[config.mk]
export PLATFORM = sky130hd
export DESIGN_NAME = addsub_seq_ctrl
export DESIGN_NICKNAME = d
export VERILOG_FILES = /design/src/rtl/addsub_seq_ctrl.sv
export SDC_FILE = /design/constraint.sdc
export NUM_CORES = 1
export LEC_CHECK = 0
export CORE_ASPECT_RATIO = 1.75
export CORE_UTILIZATION = 63
export CTS_CLUSTER_SIZE = 16
export DETAILED_ROUTE_END_ITERATION = 6
export DONT_BUFFER_PORTS = 1
export PLACE_DENSITY = 0.79
export SETUP_SLACK_MARGIN = 0.4
export SKIP_LAST_GASP = 1
export SYNTH_ARGS = -nofsm -noshare
export SYNTH_HDL_FRONTEND = slang
export SYNTH_SLANG_ARGS = --single-unit
[constraint.sdc]
create_clock -name clk -period 4.48 [get_ports clk]
set_input_delay 1.12 -clock clk [delete_from_list [all_inputs] [get_ports clk]]
set_output_delay 1.12 -clock clk [all_outputs]
set_load 0.02 [all_outputs]
[src/rtl/addsub_seq_ctrl.sv]
// Multi-nibble add/subtract sequencer: one 4-bit slice per clock, LSB first.
// Optional zero flag output enabled by defining ADDSUB_SEQ_ZERO_EN.
module addsub_seq_ctrl #(
  parameter int NIBBLES = 4,
  localparam int W = 4 * NIBBLES
) (
  input  logic         clk,
  input  logic         rst,
  input  logic         start,
  input  logic [W-1:0] A,
  input  logic [W-1:0] B,
  input  logic         select,
  output logic         busy,
  output logic         done,
  output logic [W-1:0] out,
`ifdef ADDSUB_SEQ_ZERO_EN
  output logic         overflow,
  output logic         zero
`else
  output logic         overflow
`endif
);

  localparam int IW = (NIBBLES > 1) ? $clog2(NIBBLES) : 1;
  localparam logic [IW-1:0] LAST = IW'(NIBBLES - 1);

  typedef enum logic [1:0] {
    IDLE,
    RUN,
    DONE
  } state_t;

  state_t state;
  state_t state_nxt;

  logic [W-1:0]  a_q;
  logic [W-1:0]  b_q;
  logic          sel_q;
  logic [IW-1:0] idx;
  logic          c;
  logic [W-1:0]  shadow;

  logic [3:0]    a_nib;
  logic [3:0]    b_nib;
  logic [4:0]    sum5;
  logic [4:0]    dif5;
  logic [3:0]    r;
  logic          c_nxt;
  logic [W-1:0]  shadow_nxt;

  logic          load;
  logic          step;
  logic          last;

  // a start is honoured only outside RUN; operands stay frozen during a run
  assign load = start && (state != RUN);
  assign step = (state == RUN);
  assign last = step && (idx == LAST);

  assign busy = (state == RUN);
  assign done = (state == DONE);

  // state register
  always_ff @(posedge clk or posedge rst) begin
    if (rst) begin
      state <= IDLE;
    end else begin
      state <= state_nxt;
    end
  end

  // next-state decode; RUN exits on the last nibble so idx never wraps
  always_comb begin
    state_nxt = state;
    unique case (state)
      IDLE: begin
        if (start) state_nxt = RUN;
      end
      RUN: begin
        if (idx == LAST) state_nxt = DONE;
      end
      DONE: begin
        state_nxt = start ? RUN : IDLE;
      end
      default: state_nxt = IDLE;
    endcase
  end

  // select the current nibble pair from the latched operands
  always_comb begin
    a_nib = '0;
    b_nib = '0;
    for (int k = 0; k < NIBBLES; k++) begin
      if (idx == IW'(k)) begin
        a_nib = a_q[4*k +: 4];
        b_nib = b_q[4*k +: 4];
      end
    end
  end

  // 4-bit slice: carry chain for add, borrow chain for subtract
  always_comb begin
    sum5 = {1'b0, a_nib} + {1'b0, b_nib} + {4'b0, c};
    dif5 = {1'b1, a_nib} - {1'b0, b_nib} - {4'b0, c};
    if (sel_q) begin
      r     = sum5[3:0];
      c_nxt = sum5[4];
    end else begin
      r     = dif5[3:0];
      c_nxt = ~dif5[4];
    end
  end

  // shadow result with the current nibble merged in
  always_comb begin
    shadow_nxt = shadow;
    for (int k = 0; k < NIBBLES; k++) begin
      if (idx == IW'(k)) shadow_nxt[4*k +: 4] = r;
    end
  end

  // operand latch, nibble index, chain bit and shadow result
  always_ff @(posedge clk or posedge rst) begin
    if (rst) begin
      a_q    <= '0;
      b_q    <= '0;
      sel_q  <= 1'b0;
      idx    <= '0;
      c      <= 1'b0;
      shadow <= '0;
    end else if (load) begin
      a_q   <= A;
      b_q   <= B;
      sel_q <= select;
      idx   <= '0;
      c     <= 1'b0;
    end else if (step) begin
      shadow <= shadow_nxt;
      c      <= c_nxt;
      if (!last) idx <= idx + 1'b1;
    end
  end

  // visible result updates only when the final nibble completes
  always_ff @(posedge clk or posedge rst) begin
    if (rst) begin
      out      <= '0;
      overflow <= 1'b0;
    end else if (last) begin
      out      <= shadow_nxt;
      overflow <= c_nxt;
    end
  end

`ifdef ADDSUB_SEQ_ZERO_EN
  // zero flag tracks the published result
  always_ff @(posedge clk or posedge rst) begin
    if (rst) begin
      zero <= 1'b1;
    end else if (last) begin
      zero <= (shadow_nxt == '0);
    end
  end
`endif

endmodule
==> results of run 1 <==
## final cells by class
cell class	count	area [µm²]
Sequential cell	67	1677
Multi-Input combinational cell	208	1478
Fill cell	377	1461
Clock buffer	10	127.6
Clock inverter	6	80.08
Tap cell	54	67.56
Inverter	15	56.30
Timing Repair Buffer	4	30.03
## how the worst max path moves through the flow
stage | from | endpoint | slack (ns) | cells past startpoint
floorplan | idx[0] | out[2] | 1.27 | 15
global placement | idx[0] | out[6] | 0.92 | 14
detailed placement | idx[0] | out[6] | 0.79 | 14
CTS | idx[0] | out[6] | 0.78 | 14
global route | idx[0] | out[2] | 0.43 | 14
finish | idx[0] | out[6] | 0.78 | 14
## worst max-delay path, delay by kind of cell, from the launching register on
family | cells | cell delay [ns]
DFF | 1 | 0.41
xor gates and xnor gates | 1 | 0.44
muxes | 1 | 0.18
buffers and inverters | 2 | 0.27
AOI/OAI and AO/OA | 5 | 0.78
and+or+nand+nor | 2 | 0.18
adders and majority gates | 3 | 1.28
## metal layers
metal  vias to the layer above  track usage (%)  wire length, µm
li1                       1063                -                -
met1                      1063            27.89             2450
met2                        64            46.24             3672
met3                        21            6.658              324
met4                         0            15.95              206
met5                         -                0                0
## sequential cells by signal, summed over array words and instances (netlist names)
name      count
idx           2
b_q          16
c             1
overflow      1
out          16
sel_q         1
shadow       12
state         2
a_q          16
## cell families after synthesis
kind of cell	after synthesis	share of synthesized area (%)
muxes	41	13.94
and+or+nand+nor	73	9.775
AOI/OAI and AO/OA	77	14.20
DFF	67	51.16
xor gates and xnor gates	2	0.5347
adders and majority gates	15	6.644
buffers and inverters	28	3.742
## placed cells by master, fill, tap and decap left out, types with 4 or more instances in the layout
cell / n
o21ai_0: 31
mux2_2: 37
mux2i_1: 4
a21o_1: 6
nand2b_1: 4
inv_1: 14
nand3_1: 4
clkinv_2: 4
a21oi_1: 24
nand2_1: 40
fa_1: 4
dfrtp_1: 67
buf_4: 4
clkbuf_8: 9
nor2_1: 16
ha_1: 11
## through the flow
stage | worst slack [ns] | area, µm²
6_report | 0.7779 | 3516
5_1_grt | 0.4328 | 3516
4_1_cts | 0.7848 | 3516
3_5_place_dp | 0.7919 | 3308
3_3_place_gp | 0.9180 | 3308
2_1_floorplan | 1.270 | 3277
==> results.sh, run 1 <==
export IMPL_globalRoute_totalOverflow=0
export IMPL_cts_sinks=67
export IMPL_holdWs_ns=0.4878
export IMPL_slew_headroom_pct=41.61
export IMPL_final_cells=364
export IMPL_clk_transition_reported_paths_ns=0.07
export IMPL_path_class="reg -> reg"
export IMPL_yosysSeqAreaShare_pct=51.16
export IMPL_die_w_um=56.52
export IMPL_drc=0
export IMPL_syn_to_final_growth_pct=7.293
export IMPL_cts_max_path_buffers=2
export IMPL_clk_latency_ns=0.34
export IMPL_hold_viol=0
export IMPL_synth_edf_count=0
export IMPL_synthFlopType="dfrtp_1"
export IMPL_worstPathCellList="inv_1 > ha_1 > inv_1 > nor2_1 > a221o_1 > o21ai_0 > o21ai_0 > fa_1 > fa_1 > mux2i_1 > xor2_1 > nor2_1 > a21oi_1 > o21ai_0"
export IMPL_path_max_fanout=9
export IMPL_drt_wl_total_um=6654
export IMPL_crit_top_cell="o21ai_0"
export IMPL_die_area_um2=5505
export IMPL_period_share_pct=82.64
export IMPL_setup_violations=0
export IMPL_final_util_pct=70.64
export IMPL_finClkSkew_ns=0.006269
export IMPL_synth_commonest_cells="67 x dfrtp_1, 40 x nand2_1, 37 x mux2_2, 31 x o21ai_0, 24 x a21oi_1"
export IMPL_netlist_area_um2=3277
export IMPL_drt_vias_per_instance=6.074
export IMPL_dr_pass1_iters=4
export IMPL_grt_pass1_wl_um=10890
export IMPL_initial_utilization_pct=65.84
export IMPL_syn_inst=303
export IMPL_routabilityCongestion=0.8220
export IMPL_synth_top_area_share_pct=51.16
export IMPL_cts_root_buf="clkbuf_8"
export IMPL_syn_num_nets=354
export IMPL_drive_above_1_share_pct=20.00
export IMPL_worstReg2RegEnd="out[6]"
export IMPL_reg2regPathDepth=14
export IMPL_io_pins=55
export IMPL_cts_tree="built"
export IMPL_grt_usage_pct=26.55
export IMPL_max_stage_delay_ns=0.51
export IMPL_startpoint_type="flip-flop"
export IMPL_rr_startpoint="idx[0]"
export IMPL_synth_warnings=0
export IMPL_arrival_ns=3.90
export IMPL_synth_largest_area_cell="dfrtp_1"
export IMPL_rsz0062_at_grt="false"
export IMPL_vias=2211
export IMPL_slowest_stage="fa_1"
export IMPL_finalNetCount=356
export IMPL_status="finished clean"
export IMPL_ctsResizeCount=0
export IMPL_hold_path_class="reg -> reg"
export IMPL_htree_levels=3
export IMPL_grt_pass1_vias=2359
export IMPL_dp_final_hpwl_um=4940
export IMPL_row_count=34
export IMPL_antenna_found_initial=0
export IMPL_crit_required_ns=4.68
export IMPL_wl_per_cell_um=18.28
export IMPL_yosysMostFrequentCell="dfrtp_1"
export IMPL_ys_top_cells_by_area="dfrtp_1 51%, mux2_2 13%, o21ai_0 4.7%"
export IMPL_min_to="shadow[10]"
export IMPL_synth_seq_cells=67
export IMPL_async_flop_share_pct=100.0
export IMPL_worst_pin_slew_ns=0.8746
export IMPL_dp_cells=348
export IMPL_port_buffers=0
export IMPL_endpoint_kind="flip-flop"
export IMPL_finalSetupTns_ns=0
export IMPL_grt_max_degree=44
export IMPL_reg2reg_setup_slack_ns=0.78
export IMPL_fmax_mhz=270.1
export IMPL_netlist_cell_type_count=34
export IMPL_syn_avg_cell_area_um2=10.81
export IMPL_drv_cap=0
export IMPL_drtIter0Drc=77
export IMPL_holdBufCountCts=0
export IMPL_drv_slew=0
export IMPL_die_height_um=97.41
export IMPL_whs_path_depth=2
export IMPL_cts_buffers=9
export IMPL_core_area_um2=4977
export IMPL_drtAntennaViolNets=0
export IMPL_hp_start="shadow[10]"
export IMPL_antennaDiodeCount=0
export IMPL_postCtsSetupRepairBufs=0
export IMPL_fin_crit_ns=3.702
Power of run 1 is left out: the tool's default activity adds up to more than one toggle a clock period on the data nets, which glitch-free logic cannot reach.
==> run 2, diff against run 1 <==
--- a/config.mk
+++ b/config.mk
@@ -6,11 +6,11 @@
 export NUM_CORES = 1
 export LEC_CHECK = 0
 export CORE_ASPECT_RATIO = 1.75
-export CORE_UTILIZATION = 63
+export CORE_UTILIZATION = 57
 export CTS_CLUSTER_SIZE = 16
 export DETAILED_ROUTE_END_ITERATION = 6
 export DONT_BUFFER_PORTS = 1
-export PLACE_DENSITY = 0.79
+export PLACE_DENSITY = 0.75
 export SETUP_SLACK_MARGIN = 0.4
 export SKIP_LAST_GASP = 1
 export SYNTH_ARGS = -nofsm -noshare
==> constraint.sdc (replaced) <==
create_clock -name clk -period 3.1 [get_ports clk]
set_input_delay 0.775 -clock clk [delete_from_list [all_inputs] [get_ports clk]]
set_output_delay 0.775 -clock clk [all_outputs]
set_load 0.02 [all_outputs]
==> run 2 against run 1 <==
Effect of this change: global-route usage up 0.87 points; sequential share of layout area shrank 6.2 points; via count grew 7.1%; maximum frequency is 24% higher; setup slack worse by 0.67 ns; die area increased by 10%; utilization up 2.3 points; non-clock buffer count increased by 35; final area increased by 15%.
==> results.sh, run 2 (same netlist as run 1, synthesis figures left out) <==
export IMPL_status="finished clean"
export IMPL_die_height_um=102.3
export IMPL_pre_cts_ws_ns=0.01615
export IMPL_worstReg2RegEnd="out[3]"
export IMPL_grt_pass1_vias=2512
export IMPL_hold_viol=0
export IMPL_fmax_mhz=333.9
export IMPL_dr_pass1_iters=4
export IMPL_globalRoute_totalOverflow=0
export IMPL_hold_path_class="in -> async"
export IMPL_wl_met2_um=3912
export IMPL_io_pins=55
export IMPL_met3_length_um=300
export IMPL_holdWs_ns=0.4170
export IMPL_reg2regPathDepth=15
export IMPL_drv_cap=0
export IMPL_vias=2369
export IMPL_clk_transition_reported_paths_ns=0.07
export IMPL_port_buffers=0
export IMPL_row_count=36
export IMPL_drt_vias_per_instance=5.627
export IMPL_drtIter0Drc=59
export IMPL_path_depth=15
export IMPL_die_area_um2=6068
export IMPL_largest_registers="a_q (16), b_q (16), out (16)"
export IMPL_drt_wl_total_um=7375
export IMPL_crit_top_cell="ha_4"
export IMPL_path_max_fanout=6
export IMPL_drv_slew=0
export IMPL_finalNetCount=391
export IMPL_cts_root_buf="clkbuf_8"
export IMPL_grt_usage_pct=27.42
export IMPL_finalSetupTns_ns=0
export IMPL_dp_final_hpwl_um=5044
export IMPL_cts_tree="built"
export IMPL_dp_cells=379
export IMPL_die_w_um=59.32
export IMPL_rsz0062_at_grt="true"
export IMPL_drive_above_1_share_pct=39.42
export IMPL_fill_cells=395
export IMPL_grt_pass1_wl_um=11910
export IMPL_startpoint="idx[0]"
export IMPL_cts_sinks=67
export IMPL_routabilityCongestion=0.8320
export IMPL_wl_met1_um=2708
export IMPL_cts_max_path_buffers=2
export IMPL_max_stage_delay_ns=0.41
export IMPL_drc=0
export IMPL_core_area_um2=5540
export IMPL_worstPathCellList="buf_6 > ha_4 > buf_4 > buf_4 > nand3b_1 > a21oi_2 > a21oi_1 > nor2_1 > a21o_1 > ha_4 > ha_4 > nand4_1 > o21a_4 > a311oi_2 > o21ai_1"
export IMPL_setup_violations=0
export IMPL_topRoutingLayerUsed="met4"
export IMPL_cts_buffers=9
export IMPL_worst_pin_slew_ns=0.6898
export IMPL_wl_per_cell_um=17.52
export IMPL_final_cells=421
export IMPL_slowest_stage="dfrtp_1"
export IMPL_grt_max_degree=37
export IMPL_setup_ws_ns=0.1048
export IMPL_crit_end="out[3]"
export IMPL_syn_to_final_growth_pct=23.37
export IMPL_crit_required_ns=3.32
export IMPL_initial_utilization_pct=59.15
export IMPL_critPathBufInv=3
export IMPL_drtAntennaViolNets=0
export IMPL_path_class="reg -> reg"
export IMPL_slew_headroom_pct=53.95
export IMPL_startpoint_type="flip-flop"
export IMPL_antenna_found_initial=0
export IMPL_reg2reg_setup_slack_ns=0.10
export IMPL_rr_startpoint="idx[0]"
export IMPL_cpLargestDelayFamily="compound AO/OA/AOI/OAI gates"
export IMPL_layout_commonest_cell="dfrtp_1"
export IMPL_antennaDiodeCount=0
export IMPL_endpoint_kind="flip-flop"
export IMPL_clk_latency_ns=0.34
export IMPL_layout_common_cells="67 x dfrtp_1, 39 x nand2_1, 37 x mux2_2, 33 x buf_4, 15 x o21ai_1"
export IMPL_finClkSkew_ns=0.007413
export IMPL_fin_crit_ns=2.995
export IMPL_period_share_pct=96.62
export IMPL_htree_levels=3
export IMPL_arrival_ns=3.22
==> run 2: cell count changes in the layout (fill, tap and decap cells not counted), moves of 5 or more <==
cell     change
ha_1         -7
buf_4       +29
o21ai_2      +6
o21ai_1     +12
a21oi_1     -11
ha_4         +6
inv_1        -5
a21oi_2     +10
o21ai_0     -18
==> run 2: area by class of cell <==
class | count | area [µm²] | share of cell area [%]
Multi-Input combinational cell | 208 | 1688 | 41.75
Sequential cell | 67 | 1677 | 41.47
Timing Repair Buffer | 39 | 332.8 | 8.233
Clock buffer | 14 | 152.6 | 3.776
Tap cell | 76 | 95.09 | 2.352
Inverter | 15 | 62.56 | 1.548
Clock inverter | 2 | 35.03 | 0.8666
==> run 2: what timing repair did <==
item                                    4_1_cts  5_1_grt
endpoints found under the setup margin       23       23
resized for setup                            43       12
hold buffers                                  0        0
setup buffers                                23        3
gates cloned                                  0        0
pin swaps                                    31        9
==> run 2: through the flow <==
stage          cell area, µm²  util, %
2_1_floorplan            3317        -
3_3_place_gp             3456    62.38
3_5_place_dp             3456    62.38
4_1_cts                  3969    71.64
5_1_grt                  4043    72.97
6_report                 4043    72.97
==> run 2: worst min-delay path by stage <==
stage | from | to | slack (ns) | depth (start not counted)
after floorplan | shadow[11] | shadow[11] | 0.44 | 2
after global placement | shadow[11] | shadow[11] | 0.46 | 2
after detailed placement | shadow[7] | shadow[7] | 0.47 | 2
after CTS | rst | out[12] | 0.42 | 1
after global routing | rst | out[4] | 0.46 | 1
final | rst | out[4] | 0.42 | 1
==> run 2: routing by layer <==
layer,vias to the layer above,global-route usage (%)
met2,73,47.88
met1,1143,28.28
met4,0,18.68
met3,31,6.076
li1,1122,-
met5,-,0
Power of run 2 is left out for the same reason.
==> run 3, diff against run 2 <==
--- a/config.mk
+++ b/config.mk
@@ -6,11 +6,11 @@
 export NUM_CORES = 1
 export LEC_CHECK = 0
 export CORE_ASPECT_RATIO = 1.75
-export CORE_UTILIZATION = 57
+export CORE_UTILIZATION = 45
+export CTS_BUF_LIST = sky130_fd_sc_hd__clkbuf_16
 export CTS_CLUSTER_SIZE = 16
 export DETAILED_ROUTE_END_ITERATION = 6
 export DONT_BUFFER_PORTS = 1
-export PLACE_DENSITY = 0.75
 export SETUP_SLACK_MARGIN = 0.4
 export SKIP_LAST_GASP = 1
 export SYNTH_ARGS = -nofsm -noshare
==> run 3 against run 2 <==
Effect of this change: final area shrank 0.99%; count of clock-buffer cells in the layout shrank 5; critical path depth is the same; via count shrank 4.9%; maximum frequency grew 3.4%; hold slack gained 0.031 ns; clock skew shrank 0.0032 ns; cell count shrank 0.95%; wire length shrank 1.8%; utilization shrank 15 points; first-iteration DRC count grew 110%; setup slack gained 0.099 ns; critical endpoint is now shadow[2].
==> results.sh, run 3 (same netlist as run 1, synthesis figures left out) <==
export IMPL_cts_max_path_buffers=2
export IMPL_io_pins=55
export IMPL_port_buffers=0
export IMPL_wl_per_cell_um=17.36
export IMPL_dp_final_hpwl_um=5304
export IMPL_antenna_found_initial=0
export IMPL_startpoint_type="flip-flop"
export IMPL_cpLargestDelayFamily="adder cells"
export IMPL_antennaDiodeCount=0
export IMPL_hold_path_class="in -> async"
export IMPL_path_max_fanout=6
export IMPL_grt_max_degree=35
export IMPL_path_class="reg -> reg"
export IMPL_drtAntennaViolNets=0
export IMPL_cts_tree="built"
export IMPL_drv_cap=0
export IMPL_cts_sinks=67
export IMPL_grt_usage_pct=21.67
export IMPL_setup_violations=0
export IMPL_dr_pass1_iters=4
export IMPL_arrival_ns=3.11
export IMPL_die_w_um=66.51
export IMPL_finalNetCount=379
export IMPL_slowest_stage="dfrtp_2"
export IMPL_finClkSkew_ns=0.004196
export IMPL_drive_above_1_share_pct=36.64
export IMPL_worst_pin_slew_ns=0.7577
export IMPL_clk_latency_ns=0.34
export IMPL_startpoint="idx[0]"
export IMPL_drtIter0Drc=122
export IMPL_cts_buffers=9
export IMPL_endpoint_kind="flip-flop"
export IMPL_holdWs_ns=0.4482
export IMPL_die_height_um=114.9
export IMPL_syn_to_final_growth_pct=22.15
export IMPL_row_count=40
export IMPL_grt_pass1_wl_um=11720
export IMPL_crit_top_cell="buf_4"
export IMPL_crit_required_ns=3.32
export IMPL_clk_transition_reported_paths_ns=0.05
export IMPL_cts_root_buf="clkbuf_16"
export IMPL_max_stage_delay_ns=0.44
export IMPL_routabilityCongestion=0.8516
export IMPL_worstPathCellList="inv_4 > ha_4 > inv_4 > nor2_2 > a221o_1 > o21ai_2 > o21ai_2 > fa_2 > fa_2 > mux2i_1 > xor2_1 > buf_4 > buf_4 > buf_4 > o21ai_1"
export IMPL_initial_utilization_pct=47.10
export IMPL_layout_common_cells="66 x dfrtp_1, 40 x nand2_1, 37 x mux2_2, 23 x buf_4, 16 x a21oi_1"
export IMPL_drt_wl_total_um=7240
export IMPL_drc=0
export IMPL_drt_vias_per_instance=5.405
export IMPL_drv_slew=0
export IMPL_rr_startpoint="idx[0]"
export IMPL_status="finished clean"
export IMPL_rsz0062_at_grt="true"
export IMPL_die_area_um2=7640
export IMPL_dp_cells=390
export IMPL_core_area_um2=6957
export IMPL_vias=2254
export IMPL_globalRoute_totalOverflow=0
export IMPL_holdBufCountCts=0
export IMPL_critPathBufInv=5
export IMPL_layout_commonest_cell="dfrtp_1"
export IMPL_largest_registers="a_q (16), b_q (16), out (16)"
export IMPL_finalSetupTns_ns=0
export IMPL_period_share_pct=93.43
export IMPL_grt_pass1_vias=2265
export IMPL_fin_crit_ns=2.896
export IMPL_fmax_mhz=345.3
export IMPL_htree_levels=3
export IMPL_hold_viol=0
export IMPL_slew_headroom_pct=49.42
export IMPL_final_cells=417
-- run 3: metrics by stage --
step | setup slack (ns) | cell area (µm²) | utilization [%]
after floorplan | 0.2068 | 3317 | -
after global placement | 0.005751 | 3476 | 49.96
after detailed placement | -0.04406 | 3476 | 49.96
after CTS | 0.1987 | 3918 | 56.31
after global routing | 0.04766 | 4003 | 57.54
final | 0.2036 | 4003 | 57.54
-- run 3: layer usage --
metal  global-route usage [%]  up-vias  share of wire [%]
li1                         -     1109                  -
met1                    22.84     1081                 37
met2                    37.82       46                 55
met3                    4.365       18                3.1
met4                    14.61        0                4.0
met5                        0        -                  0
-- run 3: cell type report --
| type | count | area [µm²] |
|---|---|---|
| multi-input cells | 208 | 1644 |
| repair buffers | 27 | 226.5 |
| clock inverters | 7 | 58.81 |
| well taps | 84 | 105.1 |
| clock buffers | 9 | 225.2 |
| inverters | 15 | 65.06 |
| fillers | 601 | 2954 |
| flip-flops and latches | 67 | 1678 |
-- run 3: final timing paths --
path	endpoint	slack (ns)	cells after the start
max	shadow[2]	0.20	15
min	out[12]	0.45	1
max reg2reg	shadow[2]	0.20	15
min reg2reg	shadow[7]	0.48	2
max in group asynchronous	idx[0]	2.02	2
min in group clk	shadow[7]	0.48	2
-- run 3: repair_timing --
action / 4_1_cts / 5_1_grt
pin swaps: 9 / 15
endpoints found under the setup margin: 23 / 23
gates resized for setup: 26 / 20
setup buffers: 6 / 5
hold endpoints to repair: 0 / 0
-- run 3: worst reg2reg max path, cell delays in order, from the launching register on --
cell,delay (ns)
dfrtp_2,0.44
inv_4,0.07
ha_4,0.19
inv_4,0.06
nor2_2,0.04
a221o_1,0.32
o21ai_2,0.06
o21ai_2,0.09
fa_2,0.39
fa_2,0.39
mux2i_1,0.17
xor2_1,0.15
buf_4,0.16
buf_4,0.11
buf_4,0.09
o21ai_1,0.04
Power of run 3 is left out for the same reason.
